**src/rtl/pwm_multi_gen.sv**
```systemverilog
// Multi-generator PWM core: per-generator prescaler and edge/centre counter
// with period, duty and mode double-buffered to period boundaries, plus a
// registered pin mux with enable, static level and polarity control.
module pwm_multi_gen #(
  parameter int unsigned N_GEN = 2,
  parameter int unsigned N_CH  = 2,
  parameter int unsigned N_OUT = 8,
  parameter int unsigned CNT_W = 8,
  parameter int unsigned DIV_W = 4,
  parameter int unsigned SEL_W = 2
) (
  input  logic                     clk,
  input  logic                     rst,
  input  logic [N_GEN-1:0]         gen_en,
  input  logic [N_GEN-1:0]         gen_center,
  input  logic [N_GEN*DIV_W-1:0]   gen_div,
  input  logic [N_GEN*CNT_W-1:0]   gen_period,
  input  logic [N_GEN*N_CH*CNT_W-1:0] duty,
  input  logic [N_OUT-1:0]         en_out,
  input  logic [N_OUT-1:0]         en_pwm_out,
  input  logic [N_OUT*SEL_W-1:0]   out_sel,
  input  logic [N_OUT-1:0]         invert,
  output logic [N_GEN-1:0]         gen_sync,
  output logic [N_OUT-1:0]         out
);

  localparam int unsigned N_SRC = N_GEN * N_CH;
  localparam int unsigned DCW   = 1 << DIV_W;

  logic [DCW-1:0]   div_cnt_q  [N_GEN];
  logic [DCW-1:0]   div_cnt_d  [N_GEN];
  logic [CNT_W-1:0] cnt_q      [N_GEN];
  logic [CNT_W-1:0] cnt_d      [N_GEN];
  logic [CNT_W-1:0] p_act_q    [N_GEN];
  logic [CNT_W-1:0] p_act_d    [N_GEN];
  logic [CNT_W-1:0] duty_act_q [N_SRC];
  logic [CNT_W-1:0] duty_act_d [N_SRC];
  logic [N_GEN-1:0] dir_q, dir_d;       // 1 = counting down
  logic [N_GEN-1:0] center_q, center_d;
  logic [N_GEN-1:0] sync_q, sync_d;
  logic [N_SRC-1:0] pwm;
  logic [N_OUT-1:0] out_q, out_d;

  // Prescaler, counter sequencing and shadow capture for every generator
  always_comb begin
    logic [DCW-1:0]   thr;
    logic [CNT_W-1:0] p;
    logic             tick;
    logic             bnd;
    logic             load;
    dir_d    = dir_q;
    center_d = center_q;
    sync_d   = '0;
    for (int unsigned s = 0; s < N_SRC; s++) duty_act_d[s] = duty_act_q[s];
    for (int unsigned g = 0; g < N_GEN; g++) begin
      div_cnt_d[g] = div_cnt_q[g];
      cnt_d[g]     = cnt_q[g];
      p_act_d[g]   = p_act_q[g];
      load         = 1'b0;
      // ">=" keeps a mid-run reduction of the divider from wrapping div_cnt
      thr  = (DCW'(1) << gen_div[g*DIV_W +: DIV_W]) - DCW'(1);
      tick = (div_cnt_q[g] >= thr);
      p    = p_act_q[g];
      if (center_q[g])
        bnd = (dir_q[g] && (cnt_q[g] <= CNT_W'(1))) ||
              (!dir_q[g] && (cnt_q[g] >= p) && (p <= CNT_W'(1)));
      else
        bnd = (cnt_q[g] >= p);

      if (!gen_en[g]) begin
        div_cnt_d[g] = '0;
        cnt_d[g]     = '0;
        dir_d[g]     = 1'b0;
        load         = 1'b1;
      end else if (tick) begin
        div_cnt_d[g] = '0;
        if (bnd) begin
          cnt_d[g]  = '0;
          dir_d[g]  = 1'b0;
          load      = 1'b1;
          sync_d[g] = 1'b1;
        end else if (!center_q[g]) begin
          cnt_d[g] = cnt_q[g] + CNT_W'(1);
        end else if (!dir_q[g]) begin
          if (cnt_q[g] >= p) begin
            dir_d[g] = 1'b1;
            cnt_d[g] = cnt_q[g] - CNT_W'(1);
          end else begin
            cnt_d[g] = cnt_q[g] + CNT_W'(1);
          end
        end else begin
          cnt_d[g] = cnt_q[g] - CNT_W'(1);
        end
      end else begin
        div_cnt_d[g] = div_cnt_q[g] + DCW'(1);
      end

      if (load) begin
        p_act_d[g]  = gen_period[g*CNT_W +: CNT_W];
        center_d[g] = gen_center[g];
        for (int unsigned c = 0; c < N_CH; c++)
          duty_act_d[g*N_CH+c] = duty[(g*N_CH+c)*CNT_W +: CNT_W];
      end
    end
  end

  // Duty compare per source, gated by its generator enable
  always_comb begin
    pwm = '0;
    for (int unsigned g = 0; g < N_GEN; g++)
      for (int unsigned c = 0; c < N_CH; c++)
        pwm[g*N_CH+c] = gen_en[g] & (cnt_q[g] < duty_act_q[g*N_CH+c]);
  end

  // Pin mux: out-of-range selects fall through to the inactive level
  always_comb begin
    logic [SEL_W-1:0] sel;
    logic             src;
    out_d = '0;
    for (int unsigned i = 0; i < N_OUT; i++) begin
      sel = out_sel[i*SEL_W +: SEL_W];
      src = 1'b0;
      for (int unsigned s = 0; s < N_SRC; s++)
        if (sel == SEL_W'(s)) src = pwm[s];
      if (!en_out[i])          out_d[i] = invert[i];
      else if (!en_pwm_out[i]) out_d[i] = ~invert[i];
      else                     out_d[i] = src ^ invert[i];
    end
  end

  // State registers
  always_ff @(posedge clk or posedge rst) begin
    if (rst) begin
      for (int unsigned g = 0; g < N_GEN; g++) begin
        div_cnt_q[g] <= '0;
        cnt_q[g]     <= '0;
        p_act_q[g]   <= '0;
      end
      for (int unsigned s = 0; s < N_SRC; s++) duty_act_q[s] <= '0;
      dir_q    <= '0;
      center_q <= '0;
      sync_q   <= '0;
      out_q    <= '0;
    end else begin
      for (int unsigned g = 0; g < N_GEN; g++) begin
        div_cnt_q[g] <= div_cnt_d[g];
        cnt_q[g]     <= cnt_d[g];
        p_act_q[g]   <= p_act_d[g];
      end
      for (int unsigned s = 0; s < N_SRC; s++) duty_act_q[s] <= duty_act_d[s];
      dir_q    <= dir_d;
      center_q <= center_d;
      sync_q   <= sync_d;
      out_q    <= out_d;
    end
  end

  assign gen_sync = sync_q;
  assign out      = out_q;

endmodule
```
**config.mk**
```make
export PLATFORM = sky130hd
export DESIGN_NAME = pwm_multi_gen
export DESIGN_NICKNAME = d
export VERILOG_FILES = /design/src/rtl/pwm_multi_gen.sv
export SDC_FILE = /design/constraint.sdc
export NUM_CORES = 1
export LEC_CHECK = 0
export BUFFER_PORTS_ARGS = -buffer_cell sky130_fd_sc_hd__buf_2
export CAP_MARGIN = 20
export CELL_PAD_IN_SITES_DETAIL_PLACEMENT = 2
export CELL_PAD_IN_SITES_GLOBAL_PLACEMENT = 2
export CORE_UTILIZATION = 39
export CTS_CLUSTER_SIZE = 14
export DETAILED_ROUTE_END_ITERATION = 7
export HOLD_SLACK_MARGIN = 0.05
export PLACE_DENSITY = 0.95
export SYNTH_ARGS = -nofsm -noshare
export SYNTH_HDL_FRONTEND = slang
export SYNTH_SLANG_ARGS = --single-unit
```
**constraint.sdc**
```tcl
create_clock -name clk -period 6.9 [get_ports clk]
set_input_delay 1.035 -clock clk [delete_from_list [all_inputs] [get_ports clk]]
set_output_delay 1.035 -clock clk [all_outputs]
set_load 0.05 [all_outputs]
```
# Yosys cells after proc, flatten, opt, wreduce, memory -nomap -nowiden
# Index checks and enable logic that the tools add are counted.
[op_classes]
n_eq_ne = 28
mux = 86
shift = 2
addsub = 8
n_reduce_logical = 20
bitwise_logic = 20
order_cmp = 12
[ops]
columns = ["operator", "n"]
rows = [
  ["$mux W8", 12],
  ["$mux W1", 70],
  ["$mux W16", 4],
  ["$add A16 B1 Y16 const B", 2],
  ["$eq A2 B2 Y1 const B", 16],
  ["$ge A16 B16 Y1", 2],
  ["$le A8 B1 Y1 const B", 4],
  ["$lt A8 B8 Y1", 4],
  ["$shl A1 B4 Y16 const A", 2],
  ["$sub A16 B2 Y16 const B", 2],
  ["$add A8 B1 Y8 const B", 2],
  ["$eq A2 B1 Y1 const B", 8],
  ["$ge A8 B8 Y1", 2],
  ["$logic_not A2 Y1", 8],
  ["$sub A8 B1 Y8 const B", 2],
  ["$not A1 Y1", 8],
  ["$xor A1 B1 Y1", 8],
  ["$logic_and A1 B1 Y1", 6],
  ["$ne A3 B1 Y1 const B", 2],
  ["$and A1 B1 Y1", 4],
  ["$ne A2 B1 Y1 const B", 2],
  ["$reduce_and A2 Y1", 2],
  ["$logic_not A1 Y1", 2],
  ["$logic_or A1 B1 Y1", 2],
]
[totals]
ff_bits = 110
output_inout_bits = 10
input_bits = 102

# Depth between registers and ports, before layout
# Gate-level depths: netlist of run 1.
[depth]
depth_word = 9
ltp_mapped = 17
mapped_depth_nobuf = 15

# Least setup slack after synthesis of run 1
# OpenSTA, ideal clock, no wires.
[synth_timing]
path_type = "input -> register"
startpoint = "in gen_div[1]"
endpoint = "reg div_cnt_q[22] (netlist name)"
setup_ps = 121
arrival_ps = 4164
cell_stages = 17
required_time_ps = 6779
path_slack_ps = 2615
path_cell_list = "or2_2 > or3_1 > ha_1 > clkbuf_1 > nor2_1 > a31oi_1 > o22a_1 > ha_1 > nand2_1 > o21ai_1 > a41o_1 > a21oi_1 > o21ai_1 > clkbuf_1 > clkbuf_1 > buf_2 > nor2_1"
[synth_lines]
columns = ["element", "line", "text"]
rows = [
  ["start, declared", "16", "input logic [N_GEN*DIV_W-1:0] gen_div,"],
  ["end signal, assigned by index", "146", "div_cnt_q[g] <= div_cnt_d[g];"],
  ["end, declared", "30", "logic [DCW-1:0] div_cnt_q [N_GEN];"],
]

# Worst setup path after layout of run 1
[layout_timing]
startpoint = "in gen_div[1]"
endpoint = "reg duty_act_q[24] (netlist name)"
[layout_between]
elab_chain_len = 5
[layout_rtl]
columns = ["element", "line", "text"]
rows = [
  ["$shl A1 B4 Y16", "61", "thr = (DCW'(1) << gen_div[g*DIV_W +: DIV_W]) - DCW'(1);"],
  ["$sub A16 B2 Y16", "61", ""],
  ["$ge A16 B16 Y1", "62", "tick = (div_cnt_q[g] >= thr);"],
  ["$mux W1", "75", "end else if (tick) begin"],
  ["$mux W1", "70", "if (!gen_en[g]) begin"],
  ["end, declared", "36", "logic [CNT_W-1:0] duty_act_q [N_SRC];"],
]
# Every way passes these cells.
# A chain may end at the register's enable or synchronous reset.

==> results of run 1 <==
[registers in the layout, summed over array words and instances, names as in the netlist]
name / cells
p_act_q: 16
out: 8
gen_sync: 2
div_cnt_q: 32
center_q: 2
dir_q: 2
cnt_q: 16
duty_act_q: 32
[logic make-up after synthesis]
kind of cell | Yosys count | synth area share
multiplexers | 41 | 0.0591
XOR/XNOR | 36 | 0.0411
AND/OR/NAND/NOR | 272 | 0.174
buffers and inverters | 101 | 0.0523
flip-flops | 110 | 0.358
adder cells (fa/ha/maj) | 86 | 0.140
AO/OA/AOI/OAI | 190 | 0.174
other | 1 | 0.000488
[how the worst max path moves through the flow]
stage,end,slack (ns),from
floorplan,div_cnt_q[22],2.61,gen_div[1]
global placement,duty_act_q[24],1.89,gen_div[1]
detailed placement,p_act_q[2],1.56,gen_div[7]
CTS,duty_act_q[24],1.82,gen_div[1]
global route,duty_act_q[24],1.53,gen_div[1]
finish,duty_act_q[24],1.80,gen_div[1]
[power by group through the flow]
stage               Sequential [mW]  Combinational (mW)  Clock [mW]
global route                  0.766               0.464       0.584
CTS                           0.759               0.425       0.561
detailed placement            0.768               0.408           0
finish                        0.760               0.422       0.553
floorplan                     0.772               0.252           0
global placement              0.762               0.368           0
[cell usage in the layout (no fill, tap or decap), drive strengths merged, types with 15 or more instances in the layout]
cell type,synthesis,final
buf,11,116
dfrtp,110,110
ha,86,86
inv,74,75
nor2,74,74
o21ai,61,61
nand3,53,53
nand2,50,50
a21oi,46,46
mux2,35,35
xor2,24,24
nor2b,15,15
[layer usage]
metal | global-route usage | up-vias | part of all wire
met5 | 0 | - | 0
met1 | 0.299 | 3549 | 0.39
li1 | - | 3192 | -
met2 | 0.523 | 164 | 0.55
met4 | 0.118 | 0 | 0.037
met3 | 0.0525 | 74 | 0.028
[metrics by stage]
step,cell area (um2),worst slack [ns],hold WS [ns]
floorplan,7680,2.61,0.459
global placement,8490,1.89,0.476
detailed placement,8490,1.56,0.482
global route,8790,1.53,0.511
CTS,8780,1.82,0.498
finish,8790,1.80,0.490
[area by class of cell]
cell class | count | area share
clock buffers | 12 | 0.0280
clock inverters | 3 | 0.00498
inverters | 74 | 0.0319
flip-flops and latches | 110 | 0.313
multi-input cells | 627 | 0.516
diodes | 5 | 0.00142
repair buffers | 116 | 0.0674
well taps | 260 | 0.0370
==> metrics.txt, run 1 <==
initial antenna violation count=5; Synth Register Bits=110; 1st-pass router iterations=4; R2R depth=9; Final Power=1.73 mW; Max Freq=0.196 GHz; boundary pin count=112; Root Buffer=clkbuf_16; Clk Latency, worst-skew pair=0.38 ns; CTS Buf Count=9; multi-input logic area=roughly 4500 um2; DRC Markers=0; max_slew headroom=0.279; nature of the critical path startpoint=input port; top post-synthesis cells by area=dfrtp_1 36%, ha_1 14%, mux2_1 5.0%, nor2_1 3.6%, inv_1 3.6%; placed cell count=between 1,000 and 1,500; cts hold-fix bufs=0; global-route wire length before repair=42.8 mm; Yosys warning count=0; Internal Power=1.16 mW; drt wl/cell=approximately 23 um; fin crit period=5.10 ns; RSZ-0062 raised after global routing=false; TNS Setup=0 ns; total gr overflow=0; Post-CTS Setup Repair Bufs=0; Post-synth EDFFs=0; Hold Crit Depth=1; Worst path depth=15; final period utilization=0.739; utilization after layout=0.462; WP buf/inv=1; Longest Clk Path Bufs=2; dpl hpwl=roughly 19 mm; sw frac=0.332; max cap viols=0; worst hold path endpoint=duty_act_q[13]; synth cell count leaders=110 x dfrtp_1, 86 x ha_1, 74 x nor2_1; critical path class=input port to flop; sequential power share=0.438; Nets=1,126; largest delay contributor family on the critical path=simple AND/OR/NAND/NOR gates; Worst path max stage delay=between 0.5 and 0.6 ns; die area=20,300 um2; Hold Startpoint=duty_act_q[13]; fraction of registers with async set or reset after synthesis=1.00; GRT Total Usage=0.277; Critical Path, Cell by Cell=buf_2 > or2_2 > or3_1 > ha_1 > or2_2 > o22a_1 > nor2_1 > a41oi_1 > ha_1 > a21oi_1 > o21ai_0 > a211oi_2 > o21ai_4 > and2_1 > mux2_1; library cells used by synthesis=63; post-CTS sizing=0; r2r endpoint=cnt_q[15]; Clk pin slew, worst setup/hold paths=0.07 ns; Mean Syn Cell Area=9.18 um2; power per cell area=197 nW/um2; Syn Inst Count=837; Sink Count=110; Initial Util=0.404; Core Region=19,000 um2; status=completed; share of cells above drive strength 1=0.161; vias=6,979; share of the synthesized area in the top cell type=0.358; Die Wd=142 um; Routed Antenna Nets=0; mapped cell area=7680 um2; Filler Cell Count=~2,100; Combinational Power Share=0.243; Psw=576 uW; register-to-register setup slack=around 3.6 ns; Setup-failing EPs final=0; r2r startpoint=cnt_q[8]; number of global-route vias before repair=7,945; largest net degree at the start of global routing=57; CP Max Fanout=26; IO Port Bufs=111; most common cell in the netlist=dfrtp_1; Seq/Total Area, Yosys=0.358; Worst EP required=7.14 ns; VDD IR max=0.131 mV; Final Wtd Congestion=just over 0.8; Worst Tran Pin Value=1.08 ns; Slew Viols, Final=0; H-tree levels=3; Total Wirelength=27.8 mm; drt via density=about 5.8; Sequential Area=2750 um2; clk_skew=roughly 0.020 ns; final hold vios=0; Synth-to-Final Area Change=14.5%; Cell Rows=50; DRT iter0 DRCs=310; Tightest Hold Check Type=flop to flop; Yosys top cell by area=dfrtp_1; leakage power=4.25 nW; Crit path arrival time=5.34 ns; Slowest cell on crit path=mux2_1; endpoint type of the worst setup path=flop; Top FF cell, synth=dfrtp_1; CTS tree=yes; Clock Power Share=0.319; post-route insts no fill=about 1,200; Die H=142 um
Note: power is estimated with default switching activity, not from simulation.
==> run 2, diff against run 1 <==
--- a/config.mk
+++ b/config.mk
@@ -9,11 +9,11 @@
 export CAP_MARGIN = 20
 export CELL_PAD_IN_SITES_DETAIL_PLACEMENT = 2
 export CELL_PAD_IN_SITES_GLOBAL_PLACEMENT = 2
-export CORE_UTILIZATION = 39
+export CORE_UTILIZATION = 32
 export CTS_CLUSTER_SIZE = 14
 export DETAILED_ROUTE_END_ITERATION = 7
 export HOLD_SLACK_MARGIN = 0.05
-export PLACE_DENSITY = 0.95
+export PLACE_DENSITY = 0.84
 export SYNTH_ARGS = -nofsm -noshare
 export SYNTH_HDL_FRONTEND = slang
 export SYNTH_SLANG_ARGS = --single-unit
==> constraint.sdc (replaced) <==
create_clock -name clk -period 4.3 [get_ports clk]
set_input_delay 0.645 -clock clk [delete_from_list [all_inputs] [get_ports clk]]
set_output_delay 0.645 -clock clk [all_outputs]
set_load 0.05 [all_outputs]
==> run 2 against run 1 <==
  * Clock power up 67%
  * Sequential cell count unchanged
  * Register-to-register slack worse by 2.4 ns
  * Critical endpoint is now cnt_q[6]
  * Critical path depth up 1
  * Final area up 2.1%
  * Power up 60%
  * Utilization down 8.0 points
  * Highest routed layer unchanged
  * Clock skew down 0.0054 ns
  * Largest cell class unchanged
  * Sequential power up 59%
  * Final cell count up 5.6%
  * Combinational power up 54%
  * Via count down 4.0%
==> metrics.txt, run 2 (synthesis results as in run 1) <==
leakage power=~4.3 nW; Worst EP required=4.58 ns; Longest Clk Path Bufs=2; drt wl/cell=18.0 um; CTS tree=yes; Critical Path, Cell by Cell=buf_2 > nor2_1 > nand2_1 > ha_1 > or2_2 > o21ai_0 > a31oi_1 > ha_1 > and3_1 > a221o_1 > a41oi_1 > o311ai_2 > buf_4 > nand2_1 > or3_1 > o21ai_1; 1st-pass router iterations=4; sequential power share=0.434; Cell Area, Placed=around 8700 um2; DRC Markers=0; register-to-register setup slack=approximately 1.2 ns; boundary pin count=112; Worst Tran Pin Value=0.945 ns; total gr overflow=0; endpoint type of the worst setup path=flop; Nets=approximately 1,100; status=completed; cts hold-fix bufs=0; Final Wtd Congestion=0.793; final period utilization=0.894; largest net degree at the start of global routing=61; Synth-to-Final Area Change=16.9%; Combinational Power Share=0.234; critical path class=input port to flop; H-tree levels=3; Worst path max stage delay=0.43 ns; final hold vios=0; commonest non-fill, non-tap cells in the layout=111 x buf_2, 110 x dfrtp_1, 86 x ha_1; Cell Rows=56; utilization after layout=0.383; die area=24,600 um2; R2R depth=10; Clk pin slew, worst setup/hold paths=about 0.08 ns; Slowest cell on crit path=or3_1; Tightest Hold Check Type=input port to async pin; TNS Setup=0 ns; beginning of the critical path=gen_div[6]; commonest non-fill, non-tap cell in the layout=buf_2; max cap viols=0; Setup-failing EPs final=0; Routed Antenna Nets=0; Clock Power Share=0.332; r2r endpoint=cnt_q[11]; Sink Count=110; RSZ-0062 raised after global routing=false; clk_skew=between 0.01 and 0.015 ns; vias=6,698; CP Max Fanout=17; VDD IR max=0.169 mV; share of cells above drive strength 1=0.175; Internal Power=1.91 mW; Psw=just under 900 uW; drt via density=~5.3; DRT iter0 DRCs=251; IO Port Bufs=111; number of global-route vias before repair=7,435; initial antenna violation count=1; post-CTS sizing=0; nature of the critical path startpoint=input port; Slew Viols, Final=0; Core Region=23,500 um2; Max Freq=0.260 GHz; Total Wirelength=between 20 and 25 mm; sw frac=0.315; Post-CTS Setup Repair Bufs=0; Die H=157 um; WP buf/inv=2; power per cell area=310 nW/um2; Crit path arrival time=roughly 4.1 ns; top flop regs=div_cnt_q x32, duty_act_q x32; fin crit period=3.84 ns; GRT Total Usage=0.195; CTS Buf Count=9; Initial Util=0.327; Final Power=about 2.8 mW; Die Wd=157 um; r2r startpoint=cnt_q[8]; Clk Latency, worst-skew pair=0.36 ns; max_slew headroom=0.369; final instance area=8980 um2; largest delay contributor family on the critical path=simple AND/OR/NAND/NOR gates; dpl hpwl=roughly 18 mm; Root Buffer=clkbuf_16; global-route wire length before repair=37.9 mm
==> run 2: worst max path at each step <==
stage / end / slack, ns / depth (start not counted)
floorplan: div_cnt_q[22] / 0.40 / 17
global placement: cnt_q[11] / 0.23 / 16
detailed placement: cnt_q[11] / 0.08 / 16
CTS: p_act_q[8] / 0.44 / 15
global route: cnt_q[11] / 0.21 / 18
finish: cnt_q[6] / 0.46 / 16
==> run 2: area by class of cell <==
cell class / instances / area [um2]
fillers: 2606 / 14500
inverters: 74 / 280
multi-input cells: 627 / 4540
flip-flops and latches: 110 / 2750
diodes: 1 / 2.50
repair buffers: 128 / 683
well taps: 319 / 399
clock inverters: 7 / 96.3
clock buffers: 9 / 225
==> run 2: stage by stage <==
step | worst slack [ns] | hold WS [ns] | cells
final | 0.457 | 0.449 | 1275
after global routing | 0.207 | 0.456 | 1275
after CTS | 0.443 | 0.450 | 1274
after detailed placement | 0.0759 | 0.482 | 1258
after global placement | 0.234 | 0.475 | 1258
after floorplan | 0.405 | 0.459 | 838
==> run 2: worst register-to-register path, cell delays in order, from the launching register on <==
cell and delay, ns:
dfrtp_1 0.53, inv_1 0.17, ha_1 0.34, nor2b_1 0.15, o21ai_1 0.13, a211oi_1 0.48, o211ai_1 0.21, buf_4 0.28
or3_1 0.45, o21ai_1 0.17, a22o_1 0.16
==> run 2: power by group through the flow <==
| stage | Clock, mW | Combinational (mW) | Sequential [mW] |
|---|---|---|---|
| 6_report | 0.925 | 0.650 | 1.21 |
| 5_1_grt | 0.983 | 0.726 | 1.22 |
| 4_1_cts | 0.957 | 0.662 | 1.21 |
| 3_5_place_dp | 0 | 0.650 | 1.23 |
| 3_3_place_gp | 0 | 0.612 | 1.22 |
| 2_1_floorplan | 0 | 0.404 | 1.24 |
==> run 2: routing by layer <==
layer | vias to the layer above | track usage | part of all wire
li1 | 3208 | - | -
met1 | 3388 | 0.228 | 0.43
met2 | 78 | 0.367 | 0.54
met3 | 24 | 0.0267 | 0.020
met4 | 0 | 0.0551 | 0.017
met5 | - | 0 | 0
==> run 3, diff against run 2 <==
--- a/config.mk
+++ b/config.mk
@@ -9,6 +9,7 @@
 export CAP_MARGIN = 20
 export CELL_PAD_IN_SITES_DETAIL_PLACEMENT = 2
 export CELL_PAD_IN_SITES_GLOBAL_PLACEMENT = 2
+export CORE_ASPECT_RATIO = 1.25
 export CORE_UTILIZATION = 32
 export CTS_CLUSTER_SIZE = 14
 export DETAILED_ROUTE_END_ITERATION = 7
==> run 3 against run 2 <==
  * Register-to-register slack better by 0.04 ns
  * Clock power fell by 4.5%
  * Critical path depth is the same
  * Highest routed layer unchanged
==> metrics.txt, run 3 (synthesis results as in run 1) <==
utilization after layout=0.378; Nets=1,138; top flop regs=div_cnt_q x32, duty_act_q x32; Longest Clk Path Bufs=2; Tightest Hold Check Type=input port to async pin; nature of the critical path startpoint=input port; Routed Antenna Nets=0; post-CTS sizing=0; commonest non-fill, non-tap cells in the layout=111 x buf_2, 110 x dfrtp_1, 86 x ha_1; 1st-pass router iterations=4; drt wl/cell=18.7 um; commonest non-fill, non-tap cell in the layout=buf_2; Setup-failing EPs final=0; status=completed; leakage power=4.32 nW; critical path class=input port to flop; largest net degree at the start of global routing=65; CTS tree=yes; Synth-to-Final Area Change=16.3%; post-route insts no fill=1,247; Core Region=23,600 um2; Worst EP required=4.59 ns; RSZ-0062 raised after global routing=false; Cell Rows=between 60 and 70; DRT iter0 DRCs=200; Worst path depth=16; die area=around 25,000 um2; number of global-route vias before repair=7,738; clk_skew=0.0107 ns; Die H=approximately 180 um; Post-CTS Setup Repair Bufs=0; # diodes=0; H-tree levels=3; IO Port Bufs=111; WP buf/inv=2; cts hold-fix bufs=0; Sink Count=between 100 and 150; vias=slightly below 7,000; dpl hpwl=17.9 mm; total gr overflow=0; boundary pin count=112; fin crit period=4.02 ns; final period utilization=0.936; Crit path arrival time=4.31 ns; power per cell area=307 nW/um2; global-route wire length before repair=approximately 39 mm; Worst Tran Pin Value=between 0.9 and 1 ns; Slowest cell on crit path=a211oi_2; CTS Buf Count=9; largest delay contributor family on the critical path=simple AND/OR/NAND/NOR gates; Max Freq=about 0.25 GHz; GRT Total Usage=0.199; Final Wtd Congestion=0.835; placed cell count=1,231; Total Wirelength=around 23 mm; endpoint type of the worst setup path=flop; max cap viols=0; Fin Hold WS=between 0.4 and 0.5 ns; Clk pin slew, worst setup/hold paths=~0.08 ns; Worst path max stage delay=0.43 ns; R2R depth=9; initial antenna violation count=0; CP Max Fanout=14; Clk Latency, worst-skew pair=0.37 ns; share of cells above drive strength 1=0.174; Slew Viols, Final=0; VDD IR max=approximately 0.18 mV; drt via density=between 5 and 6; final hold vios=0; DRC Markers=0; Initial Util=0.325; max_slew headroom=0.369; Die Wd=approximately 140 um; Root Buffer=clkbuf_16; Critical Path, Cell by Cell=buf_2 > or2_2 > or3_1 > ha_1 > or2_2 > o22a_1 > nor2_1 > a41oi_1 > ha_1 > a21oi_1 > o21ai_0 > a211oi_2 > o21ai_4 > and2_1 > buf_4 > o21ai_1
==> run 3: cell types whose count changed in the layout (fill, tap and decap cells not counted) <==
cell | before | now
clkinv_2 | 1 | 2
clkinvlp_4 | 3 | 0
clkbuf_8 | 0 | 1
clkinv_4 | 0 | 1
bufinv_16 | 2 | 1
clkbuf_1 | 0 | 1
buf_4 | 17 | 16
buf_12 | 0 | 1
diode_2 | 1 | 0
==> run 3: power by group <==
| part | switching [mW] | internal [mW] |
|---|---|---|
| Combinational | 0.390 | 0.261 |
| Clock | 0.413 | 0.471 |
| Sequential | 0.0740 | 1.13 |
==> run 3: path summary, 6_finish.rpt <==
check	end	slack [ns]	start
worst max-delay path	duty_act_q[27]	0.28	gen_div[0]
worst min-delay path	duty_act_q[19]	0.46	rst
worst max register to register	cnt_q[6]	1.22	cnt_q[0]
worst min register to register	duty_act_q[12]	0.49	duty_act_q[12]
max in group asynchronous	dir_q[1]	2.96	rst
min in group clk	out[5]	0.46	invert[5]
==> run 3: stage by stage <==
step / setup slack, ns / total power [mW] / instance area [um2] / TNS, ns
floorplan: 0.405 / 1.64 / 7680 / 0
global placement: 0.102 / 1.84 / 8630 / 0
detailed placement: -0.0756 / 1.89 / 8630 / -0.656
CTS: 0.295 / 2.80 / 8930 / 0
global route: 0.104 / 2.91 / 8930 / 0
finish: 0.277 / 2.74 / 8930 / 0
==> run 3: cell type report <==
| cell class | instances | area, um2 |
|---|---|---|
| Clock buffer | 11 | 243 |
| Sequential cell | 110 | 2750 |
| Inverter | 74 | 280 |
| Multi-Input combinational cell | 627 | 4540 |
| Fill cell | 2707 | 14700 |
| Clock inverter | 5 | 57.6 |
| Timing Repair Buffer | 128 | 696 |
| Tap cell | 292 | 365 |
==> run 3: worst register-to-register path, cell delays in order (launching register included) <==
cell and delay (ns):
dfrtp_1 0.57, inv_1 0.16, ha_1 0.32, nor2b_1 0.15, o21ai_1 0.14, a221o_1 0.37, a21oi_2 0.41, nand2_1 0.34
or3_1 0.44, o21ai_1 0.10
==> run 3: metal layers <==
layer / GRT usage / wire, um / vias up
li1: - / - / 3201
met1: 0.222 / 9650 / 3403
met2: 0.380 / 12700 / 90
met3: 0.0219 / 366 / 42
met4: 0.0851 / 651 / 0
met5: 0 / 0 / -
